<file path="config.mk">
export PLATFORM = sky130hd
export DESIGN_NAME = cordic_iterative
export DESIGN_NICKNAME = d
export VERILOG_FILES = /design/src/rtl/cordic_iterative.sv
export SDC_FILE = /design/constraint.sdc
export NUM_CORES = 1
export LEC_CHECK = 0
export ABC_AREA = 1
export BUFFER_PORTS_ARGS = -buffer_cell sky130_fd_sc_hd__buf_4
export CAP_MARGIN = 5
export CELL_PAD_IN_SITES_DETAIL_PLACEMENT = 1
export CELL_PAD_IN_SITES_GLOBAL_PLACEMENT = 2
export CORE_MARGIN = 10
export CORE_UTILIZATION = 34
export CTS_CLUSTER_DIAMETER = 30
export DETAILED_ROUTE_END_ITERATION = 7
export HOLD_SLACK_MARGIN = 0.02
export PLACE_DENSITY_LB_ADDON = 0.1
export SLEW_MARGIN = 20
export SYNTH_ARGS = -nofsm -noshare
export SYNTH_HDL_FRONTEND = slang
export SYNTH_SLANG_ARGS = --single-unit
</file>
<file path="constraint.sdc">
create_clock -name clk -period 4.8 [get_ports clk]
set_input_delay 0.96 -clock clk [delete_from_list [all_inputs] [get_ports clk]]
set_output_delay 0.96 -clock clk [all_outputs]
set_load 0.005 [all_outputs]
</file>
<file path="src/rtl/cordic_iterative.sv">
`default_nettype none
// +--------------------------------------------------------------------------+
// | Module      : cordic_iterative                                            |
// | Description : Iterative CORDIC engine. One shift-add micro-rotation per   |
// |               clock on a single (x, y, z) set, rotation or vectoring      |
// |               mode, full-circle range via a +/-90 degree pre-rotation.    |
// | Ports       : clk, rst_n        - clock, async active-low reset           |
// |               start, mode       - request (taken when not busy), 0=rot    |
// |               x_in, y_in, z_in  - operands (z: 2^31 == pi)                |
// |               busy, done        - in flight / one-cycle result strobe     |
// |               x_out, y_out      - WIDTH+2 results, CORDIC gain included   |
// |               z_out             - residual or accumulated angle           |
// | Revision    : 1.0 - initial release                                       |
// +--------------------------------------------------------------------------+
module cordic_iterative #(
  parameter int WIDTH = 16,
  parameter int ITER  = 16
) (
  input  logic                    clk,
  input  logic                    rst_n,
  input  logic                    start,
  input  logic                    mode,
  input  logic signed [WIDTH-1:0] x_in,
  input  logic signed [WIDTH-1:0] y_in,
  input  logic        [31:0]      z_in,
  output logic                    busy,
  output logic                    done,
  output logic signed [WIDTH+1:0] x_out,
  output logic signed [WIDTH+1:0] y_out,
  output logic        [31:0]      z_out
);

  localparam int          XW        = WIDTH + 2;
  localparam logic [4:0]  LAST_ITER = 5'(ITER - 1);
  localparam logic [31:0] QUARTER   = 32'h4000_0000;

  typedef enum logic [1:0] {
    S_IDLE = 2'd0,
    S_RUN  = 2'd1,
    S_DONE = 2'd2
  } state_t;

  state_t               state_q, state_d;
  logic [4:0]           iter_q, iter_d;
  logic                 mode_q, mode_d;
  logic signed [XW-1:0] x_q, x_d, y_q, y_d;
  logic [31:0]          z_q, z_d;
  logic signed [XW-1:0] xo_q, xo_d, yo_q, yo_d;
  logic [31:0]          zo_q, zo_d;

  // atan(2^-i) in binary-angle units (2^31 == pi), rounded to nearest.
  function automatic logic [31:0] atan_lut(input logic [4:0] idx);
    case (idx)
      5'd0:  atan_lut = 32'h2000_0000;
      5'd1:  atan_lut = 32'h12E4_051E;
      5'd2:  atan_lut = 32'h09FB_385B;
      5'd3:  atan_lut = 32'h0511_11D4;
      5'd4:  atan_lut = 32'h028B_0D43;
      5'd5:  atan_lut = 32'h0145_D7E1;
      5'd6:  atan_lut = 32'h00A2_F61E;
      5'd7:  atan_lut = 32'h0051_7C55;
      5'd8:  atan_lut = 32'h0028_BE53;
      5'd9:  atan_lut = 32'h0014_5F2F;
      5'd10: atan_lut = 32'h000A_2F98;
      5'd11: atan_lut = 32'h0005_17CC;
      5'd12: atan_lut = 32'h0002_8BE6;
      5'd13: atan_lut = 32'h0001_45F3;
      5'd14: atan_lut = 32'h0000_A2FA;
      5'd15: atan_lut = 32'h0000_517D;
      5'd16: atan_lut = 32'h0000_28BE;
      5'd17: atan_lut = 32'h0000_145F;
      5'd18: atan_lut = 32'h0000_0A30;
      5'd19: atan_lut = 32'h0000_0518;
      5'd20: atan_lut = 32'h0000_028C;
      5'd21: atan_lut = 32'h0000_0146;
      5'd22: atan_lut = 32'h0000_00A3;
      5'd23: atan_lut = 32'h0000_0051;
      5'd24: atan_lut = 32'h0000_0029;
      5'd25: atan_lut = 32'h0000_0014;
      5'd26: atan_lut = 32'h0000_000A;
      5'd27: atan_lut = 32'h0000_0005;
      5'd28: atan_lut = 32'h0000_0003;
      5'd29: atan_lut = 32'h0000_0001;
      5'd30: atan_lut = 32'h0000_0001;
      5'd31: atan_lut = 32'h0000_0000;
    endcase
  endfunction

  // Pre-rotation by +/-90 degrees brings every operand into the
  // convergence range (about +/-99.9 degrees) of the micro-rotations.
  // Negating the most negative input is safe in the guard-extended width.
  logic signed [XW-1:0] x_ext, y_ext, pre_x, pre_y;
  logic [31:0]          pre_z;

  assign x_ext = {{2{x_in[WIDTH-1]}}, x_in};
  assign y_ext = {{2{y_in[WIDTH-1]}}, y_in};

  always_comb begin
    pre_x = x_ext;
    pre_y = y_ext;
    pre_z = z_in;
    if (!mode) begin
      if (z_in[31:30] == 2'b01) begin
        pre_x = -y_ext;
        pre_y = x_ext;
        pre_z = z_in - QUARTER;
      end else if (z_in[31:30] == 2'b10) begin
        pre_x = y_ext;
        pre_y = -x_ext;
        pre_z = z_in + QUARTER;
      end
    end else if (x_in[WIDTH-1]) begin
      if (!y_in[WIDTH-1]) begin
        pre_x = y_ext;
        pre_y = -x_ext;
        pre_z = z_in + QUARTER;
      end else begin
        pre_x = -y_ext;
        pre_y = x_ext;
        pre_z = z_in - QUARTER;
      end
    end
  end

  // One micro-rotation; both shifted terms come from the old x/y values.
  logic signed [XW-1:0] x_sh, y_sh, step_x, step_y;
  logic [31:0]          step_z;
  logic                 dir_pos;

  assign x_sh    = x_q >>> iter_q;
  assign y_sh    = y_q >>> iter_q;
  assign dir_pos = mode_q ? y_q[XW-1] : ~z_q[31];

  always_comb begin
    if (dir_pos) begin
      step_x = x_q - y_sh;
      step_y = y_q + x_sh;
      step_z = z_q - atan_lut(iter_q);
    end else begin
      step_x = x_q + y_sh;
      step_y = y_q - x_sh;
      step_z = z_q + atan_lut(iter_q);
    end
  end

  always_comb begin
    state_d = state_q;
    iter_d  = iter_q;
    mode_d  = mode_q;
    x_d     = x_q;
    y_d     = y_q;
    z_d     = z_q;
    xo_d    = xo_q;
    yo_d    = yo_q;
    zo_d    = zo_q;
    case (state_q)
      S_RUN: begin
        x_d    = step_x;
        y_d    = step_y;
        z_d    = step_z;
        iter_d = iter_q + 5'd1;
        if (iter_q == LAST_ITER) begin
          xo_d    = step_x;
          yo_d    = step_y;
          zo_d    = step_z;
          state_d = S_DONE;
        end
      end
      default: begin
        // IDLE and DONE both accept; DONE falls back to IDLE otherwise.
        state_d = S_IDLE;
        if (start) begin
          state_d = S_RUN;
          iter_d  = 5'd0;
          mode_d  = mode;
          x_d     = pre_x;
          y_d     = pre_y;
          z_d     = pre_z;
        end
      end
    endcase
  end

  always_ff @(posedge clk or negedge rst_n) begin
    if (!rst_n) begin
      state_q <= S_IDLE;
      iter_q  <= '0;
      mode_q  <= 1'b0;
      x_q     <= '0;
      y_q     <= '0;
      z_q     <= '0;
      xo_q    <= '0;
      yo_q    <= '0;
      zo_q    <= '0;
    end else begin
      state_q <= state_d;
      iter_q  <= iter_d;
      mode_q  <= mode_d;
      x_q     <= x_d;
      y_q     <= y_d;
      z_q     <= z_d;
      xo_q    <= xo_d;
      yo_q    <= yo_d;
      zo_q    <= zo_d;
    end
  end

  assign busy  = (state_q == S_RUN);
  assign done  = (state_q == S_DONE);
  assign x_out = xo_q;
  assign y_out = yo_q;
  assign z_out = zo_q;

endmodule
`default_nettype wire
</file>
# [After elaboration in Yosys (flattened, before gate mapping)]
# Memory sizes are Yosys's and may differ from the RTL's.
# Index checks and enable logic that the tools add are counted.
[op_classes] n_addsub=11 n_eq_ne=6 shift=2 muxes=32 bitwise_logic=2 n_reduce_logical=3
[ops] operator="$mux W32" n=10
[ops] operator="$mux W18" n=16
[ops] operator="$add A18 B18 Y18" n=2
[ops] operator="$neg A16 Y18" n=2
[ops] operator="$sshr A18 B5 Y18" n=2
[ops] operator="$sub A18 B18 Y18" n=2
[ops] operator="$add A32 B31 Y32 const B" n=1
[ops] operator="$add A32 B32 Y32" n=1
[ops] operator="$sub A32 B31 Y32 const B" n=1
[ops] operator="$sub A32 B32 Y32" n=1
[ops] operator="$mux W5" n=2
[ops] operator="$add A5 B1 Y5 const B" n=1
[ops] operator="$eq A5 B4 Y1 const B" n=1
[ops] operator="$eq A2 B1 Y1 const B" n=2
[ops] operator="$eq A2 B2 Y1 const B" n=2
[ops] operator="$mux W2" n=2
[ops] operator="$reduce_and A2 Y1" n=2
[ops] operator="$mux W1" n=2
[ops] operator="$ne A2 B1 Y1 const B" n=1
[ops] operator="$not A1 Y1" n=2
[ops] operator="$reduce_bool A2 Y1" n=1
[totals] register_bits=144 romBits=1920 input_bits=68 out_inout_bits=70 elab_cells=67 mem_count=2
[memory_table] name="(no name shown)" words=32 width=30 rd=1 rd_clocked_by_memory_dff=0 write_ports=0 line="53" source="case (idx)"
[memory_table] name="(no name shown)" words=32 width=30 rd=1 rd_clocked_by_memory_dff=0 write_ports=0 line="53"

# [Depth between registers and ports, before layout]
[depth] word_depth=6 depth_mapped=33 ltp_nobuf=31

# [Least setup slack after synthesis]
# Ideal clock, no wire load.
[synth_path] path_kind="flip-flop to flip-flop" startpoint="register iter_q[0]" endpoint="register z_q[23]" setup_time_ns=0.125 arrival_time_ns=3.926 required_ns=4.675 slack_ns=0.749 stages_incl_launch_ff=26 n_path_buf=2 synth_period_minus_slack_ns=4.051 cell_sequence="dfrtp_1 -> buf_6 -> inv_4 -> buf_6 -> ha_1 -> inv_1 -> nor2_2 -> inv_1 -> nand3_1 -> a31oi_1 -> inv_1 -> ha_1 -> nand2_1 -> o21ai_0 -> xor2_1 -> ha_1 -> inv_1 -> o21bai_1 -> a21oi_1 -> o21bai_1 -> inv_1 -> o21ai_0 -> a31oi_1 -> or2_2 -> nand3_1 -> nand3_1"
[synth_via] elab_chain_cells=5 elab_cells_between_ends=8 cone_classes="add/sub: 2; mux: 4; memory: 2"
[synth_lines] element="start, declared" line="44" source="logic [4:0] iter_q, iter_d;"
[synth_lines] element="start signal, assigned" line="197" source="iter_q <= iter_d;"
[synth_lines] element="$mem_v2 Z32 W30"
[synth_lines] element="$mux W32" line="135" source="if (dir_pos) begin"
[synth_lines] element="$add A32 B32 Y32 or $sub A32 B32 Y32 (tied branches)" line="142, 138"
[synth_lines] element="$mux W32 (*)" line="135"
[synth_lines] element="$mux W32 (*)" line="156" source="case (state_q)"
[synth_lines] element="end signal, assigned" line="201" source="z_q <= z_d;"
[synth_lines] element="end, declared" line="47" source="logic [31:0] z_q, z_d;"
# Mark *: on every way between the ends. The rest lies on a longest branch, timed or not. The select of a mux whose other input is x is not followed.
# A chain may end at the register's enable or synchronous reset.

# [Worst setup path in the final report]
[layout_path] startpoint="register iter_q[0]" endpoint="register z_q[25]"
# The elaborated chain is that of the path after synthesis.

==> impl_metrics.json <==
{
  "die-height_um": 230,
  "gp_congestion": 0.925,
  "synth.ff_latch_count": 144,
  "clkSlewWorstSetupHoldPaths_ps": 80,
  "htree_num_levels": 4,
  "cts_max_path_bufs": 2,
  "worstSkewPairLatency_ps": 510,
  "finalCritPeriodShare_pct": 93.9,
  "drt_pre_antenna_iters": 7,
  "port_buffers": 137,
  "classification_of_the_worst_setup_path": "reg2reg",
  "post_synth_num_cell_types": 56,
  "run_status": "completed",
  "cap_viol_max_count": 0,
  "drt_iter0_markers": 1011,
  "drtAntennaViolNets": 0,
  "timing.clock.skew_ps": 18.0,
  "final_cell_area_um2": 17500,
  "synth_area_um2": 15000,
  "first_pass_grt_wire_length_mm": 107,
  "clock_tree_from_tritoncts": "yes",
  "number_of_cell_rows": 76,
  "worst_hold_path_type": "in2async",
  "syn2layout_area_growth_pct": 16.5,
  "ff_latch_area_um2": 3610,
  "synthesis.area_per_instance_um2": 6.40,
  "num_vias": 16600,
  "timing.fmax_mhz": 222,
  "r2r_end": "z_q[25]$_DFFE_PN0P_",
  "io-pin-count": 138,
  "post-route-drc-count": 0,
  "timing.final.crit_period_ps": 4500,
  "ff2ff_setup_slack_ps": 300,
  "timing.critical_path.fanout_max": 8,
  "ys_seq_area_share_pct": 24.0,
  "postSynth.topFlopCell": "sky130_fd_sc_hd__dfrtp_1",
  "clkSinkCount": 144,
  "fillcell_total": 5707,
  "post-dp-hpwl_mm": 54.6,
  "crit_required_ps": 5190,
  "rsz0062_at_grt": "true",
  "multi_input_area_um2": 10300,
  "detail_route.wl_per_cell_um": 22.7,
  "r2r_cells": 24,
  "finalNetCount": 2615,
  "crit_path_end_kind": "flop",
  "worstReg2RegStart": "iter_q[0]$_DFFE_PN0P_",
  "total_placed_instance_area_um2": 16700,
  "grtUsageTotal_pct": 26.2,
  "timing_worst_slew_pin_value_ps": 927,
  "finalMaxSlewViolations": 0,
  "antenna_cells_inserted": 0,
  "drive_above_1_share_pct": 13.3,
  "ys_warn_count": 0,
  "die_w_um": 230,
  "post_drt_via_cell_ratio": 5.45,
  "timing.final.setup_violations": 0,
  "synthesis.nets": 2505,
  "ys_top_cells_by_area": "sky130_fd_sc_hd__dfrtp_1 24%, sky130_fd_sc_hd__nand2_1 19%, sky130_fd_sc_hd__nand3_1 8.6%, sky130_fd_sc_hd__ha_1 7.2%, sky130_fd_sc_hd__o21ai_0 6.0%",
  "post_synth_inst_count": 2348,
  "synth-async-reset-ratio_pct": 100,
  "postRouteWirelength_mm": 69.4,
  "synth.top_cell.area_share_pct": 24.0,
  "die_area_um2": 53000,
  "core_um2": 43400,
  "cp.arrival_ps": 4900,
  "setup.worst_path.start_class": "flop",
  "cts.root.buffer_cell": "sky130_fd_sc_hd__clkbuf_16",
  "antenna_found_initial": 0,
  "numCtsBuffers": 17,
  "synth_largest_area_cell": "sky130_fd_sc_hd__dfrtp_1",
  "final-hold-violation-count": 0,
  "maximum_number_of_pins_on_one_net_before_global_route_repair": 76,
  "synth_edf_count": 0,
  "timing.slew.headroom_pct": 38.2,
  "grt_pass1_vias": 17800,
  "initial_utilization_pct": 34.6,
  "grt-ovfl-total": 0,
  "finalHoldWorstSlack_ps": 453
}
## logic make-up (layout without fill, tap and decap cells)
kind of cell               count (synthesis)  after routing  synth area share, %
DFF                                      144            144                 24.0
buffers and inverters                    306            428                 8.62
xor gates and xnor gates                 120            120                 7.05
adders and majority gates                 89             89                 7.56
AOI/OAI and AO/OA                        466            466                 18.1
and+or+nand+nor                         1223           1223                 34.7
## how the worst max path moves through the flow
stage                          start                     to  cells after the start
2_1_floorplan  iter_q[0]$_DFFE_PN0P_    z_q[23]$_DFFE_PN0P_                     25
3_3_place_gp   iter_q[2]$_DFFE_PN0P_  z_out[29]$_DFFE_PN0P_                     25
3_5_place_dp   iter_q[1]$_DFFE_PN0P_  z_out[29]$_DFFE_PN0P_                     26
4_1_cts        iter_q[1]$_DFFE_PN0P_  z_out[29]$_DFFE_PN0P_                     26
5_1_grt        iter_q[0]$_DFFE_PN0P_    z_q[26]$_DFFE_PN0P_                     24
6_report       iter_q[0]$_DFFE_PN0P_    z_q[25]$_DFFE_PN0P_                     24
## placed cells by master, fill, tap and decap left out, types with 4 or more instances in the layout
master and n:
sky130_fd_sc_hd__nand2_1 740, sky130_fd_sc_hd__nand3_1 258, sky130_fd_sc_hd__buf_4 192, sky130_fd_sc_hd__inv_1 187, sky130_fd_sc_hd__o21ai_0 173, sky130_fd_sc_hd__dfrtp_1 141
sky130_fd_sc_hd__a21oi_1 140, sky130_fd_sc_hd__nor2_1 119, sky130_fd_sc_hd__ha_1 83, sky130_fd_sc_hd__xor2_1 79, sky130_fd_sc_hd__o211ai_1 46, sky130_fd_sc_hd__xnor2_1 37
sky130_fd_sc_hd__nor3_1 20, sky130_fd_sc_hd__clkbuf_16 17, sky130_fd_sc_hd__nand4_1 16, sky130_fd_sc_hd__or2_2 15, sky130_fd_sc_hd__nor2_2 14, sky130_fd_sc_hd__o22ai_1 14
sky130_fd_sc_hd__o21ai_1 13, sky130_fd_sc_hd__a31oi_1 10, sky130_fd_sc_hd__o2111ai_1 10, sky130_fd_sc_hd__inv_2 8, sky130_fd_sc_hd__nand2_2 8, sky130_fd_sc_hd__nand3_2 8
sky130_fd_sc_hd__nor2_4 7, sky130_fd_sc_hd__o21ai_2 7, sky130_fd_sc_hd__o21bai_1 6, sky130_fd_sc_hd__o221ai_1 6, sky130_fd_sc_hd__a21o_1 6, sky130_fd_sc_hd__clkinv_4 5
sky130_fd_sc_hd__nand3b_1 5, sky130_fd_sc_hd__a22oi_1 5, sky130_fd_sc_hd__nand2_4 4, sky130_fd_sc_hd__a21oi_2 4, sky130_fd_sc_hd__o31ai_1 4, sky130_fd_sc_hd__inv_6 4
## state kept, by name, indices dropped and copies added, names as in the netlist
signal / cells
z_out: 32
z_q: 32
x_out: 18
x_q: 18
y_out: 18
y_q: 18
iter_q: 5
state_q: 2
mode_q: 1
## synthesized netlist by cell type, types with 16 or more instances
library cell	n
sky130_fd_sc_hd__ha_1	86
sky130_fd_sc_hd__xnor2_1	38
sky130_fd_sc_hd__clkbuf_1	59
sky130_fd_sc_hd__nand2_1	742
sky130_fd_sc_hd__nor2_2	16
sky130_fd_sc_hd__nand3_1	259
sky130_fd_sc_hd__nand4_1	16
sky130_fd_sc_hd__nor2_1	121
sky130_fd_sc_hd__o211ai_1	46
sky130_fd_sc_hd__o21ai_0	180
sky130_fd_sc_hd__buf_2	18
sky130_fd_sc_hd__nor3_1	22
sky130_fd_sc_hd__a21oi_1	142
sky130_fd_sc_hd__xor2_1	81
sky130_fd_sc_hd__inv_1	187
sky130_fd_sc_hd__dfrtp_1	144
## worst max-delay path, cell delays in order (launching register included)
cell	delay (ps)
sky130_fd_sc_hd__dfrtp_2	440
sky130_fd_sc_hd__inv_4	130
sky130_fd_sc_hd__ha_1	260
sky130_fd_sc_hd__inv_1	120
sky130_fd_sc_hd__nand2_1	100
sky130_fd_sc_hd__nand3_1	90
sky130_fd_sc_hd__o21ai_1	90
sky130_fd_sc_hd__o21ai_2	240
sky130_fd_sc_hd__ha_2	220
sky130_fd_sc_hd__nand2_1	100
sky130_fd_sc_hd__nor2_4	160
sky130_fd_sc_hd__nand4_4	150
sky130_fd_sc_hd__nor2_4	140
sky130_fd_sc_hd__nand3_2	120
sky130_fd_sc_hd__nand2_4	120
sky130_fd_sc_hd__xnor2_1	210
sky130_fd_sc_hd__ha_2	390
sky130_fd_sc_hd__a21oi_2	160
sky130_fd_sc_hd__o21ai_0	100
sky130_fd_sc_hd__a21oi_1	210
sky130_fd_sc_hd__nand3_2	140
sky130_fd_sc_hd__a21o_1	230
sky130_fd_sc_hd__or2_2	290
sky130_fd_sc_hd__nand3_1	70
sky130_fd_sc_hd__nand3_1	70
## per-layer routing
| layer | global-route usage, % | share of wire (%) | vias up |
|---|---|---|---|
| li1 | - | - | 8059 |
| met1 | 30.6 | 42 | 8205 |
| met2 | 47.6 | 51 | 294 |
| met3 | 3.11 | 2.8 | 87 |
| met4 | 10.2 | 3.4 | 0 |
| met5 | 0 | 0 | - |
## timing repair
item | in CTS | in global routing
hold buffers | 0 | 0
pin swaps | 0 | 10
gates resized for setup | 1 | 36
endpoints found under the setup margin | 2 | 47
setup buffers | 0 | 4
## metrics by stage
step / std cells / TNS, ps / utilization (%) / setup slack, ps
after global routing: 3055 / -88.6 / 40.4 / -53.9
after global placement: 3020 / 0 / 38.6 / 8.96
after detailed placement: 3020 / -133 / 38.6 / -72.7
after CTS: 3051 / 0 / 40.0 / 18.1
final: 3055 / 0 / 40.4 / 295
after floorplan: 2348 / 0 / - / 749
## final cells by class
cell class | instances | share of cell area, %
sequential | 144 | 20.6
inverter | 199 | 4.32
clock inverter | 13 | 1.01
clock buffer | 18 | 2.45
multi-input combinational | 1898 | 58.7
timing repair buffer | 198 | 8.77
tap | 585 | 4.18
Power is left out: the tool's default activity adds up to more than one toggle a clock period on the data nets, which glitch-free logic cannot reach.
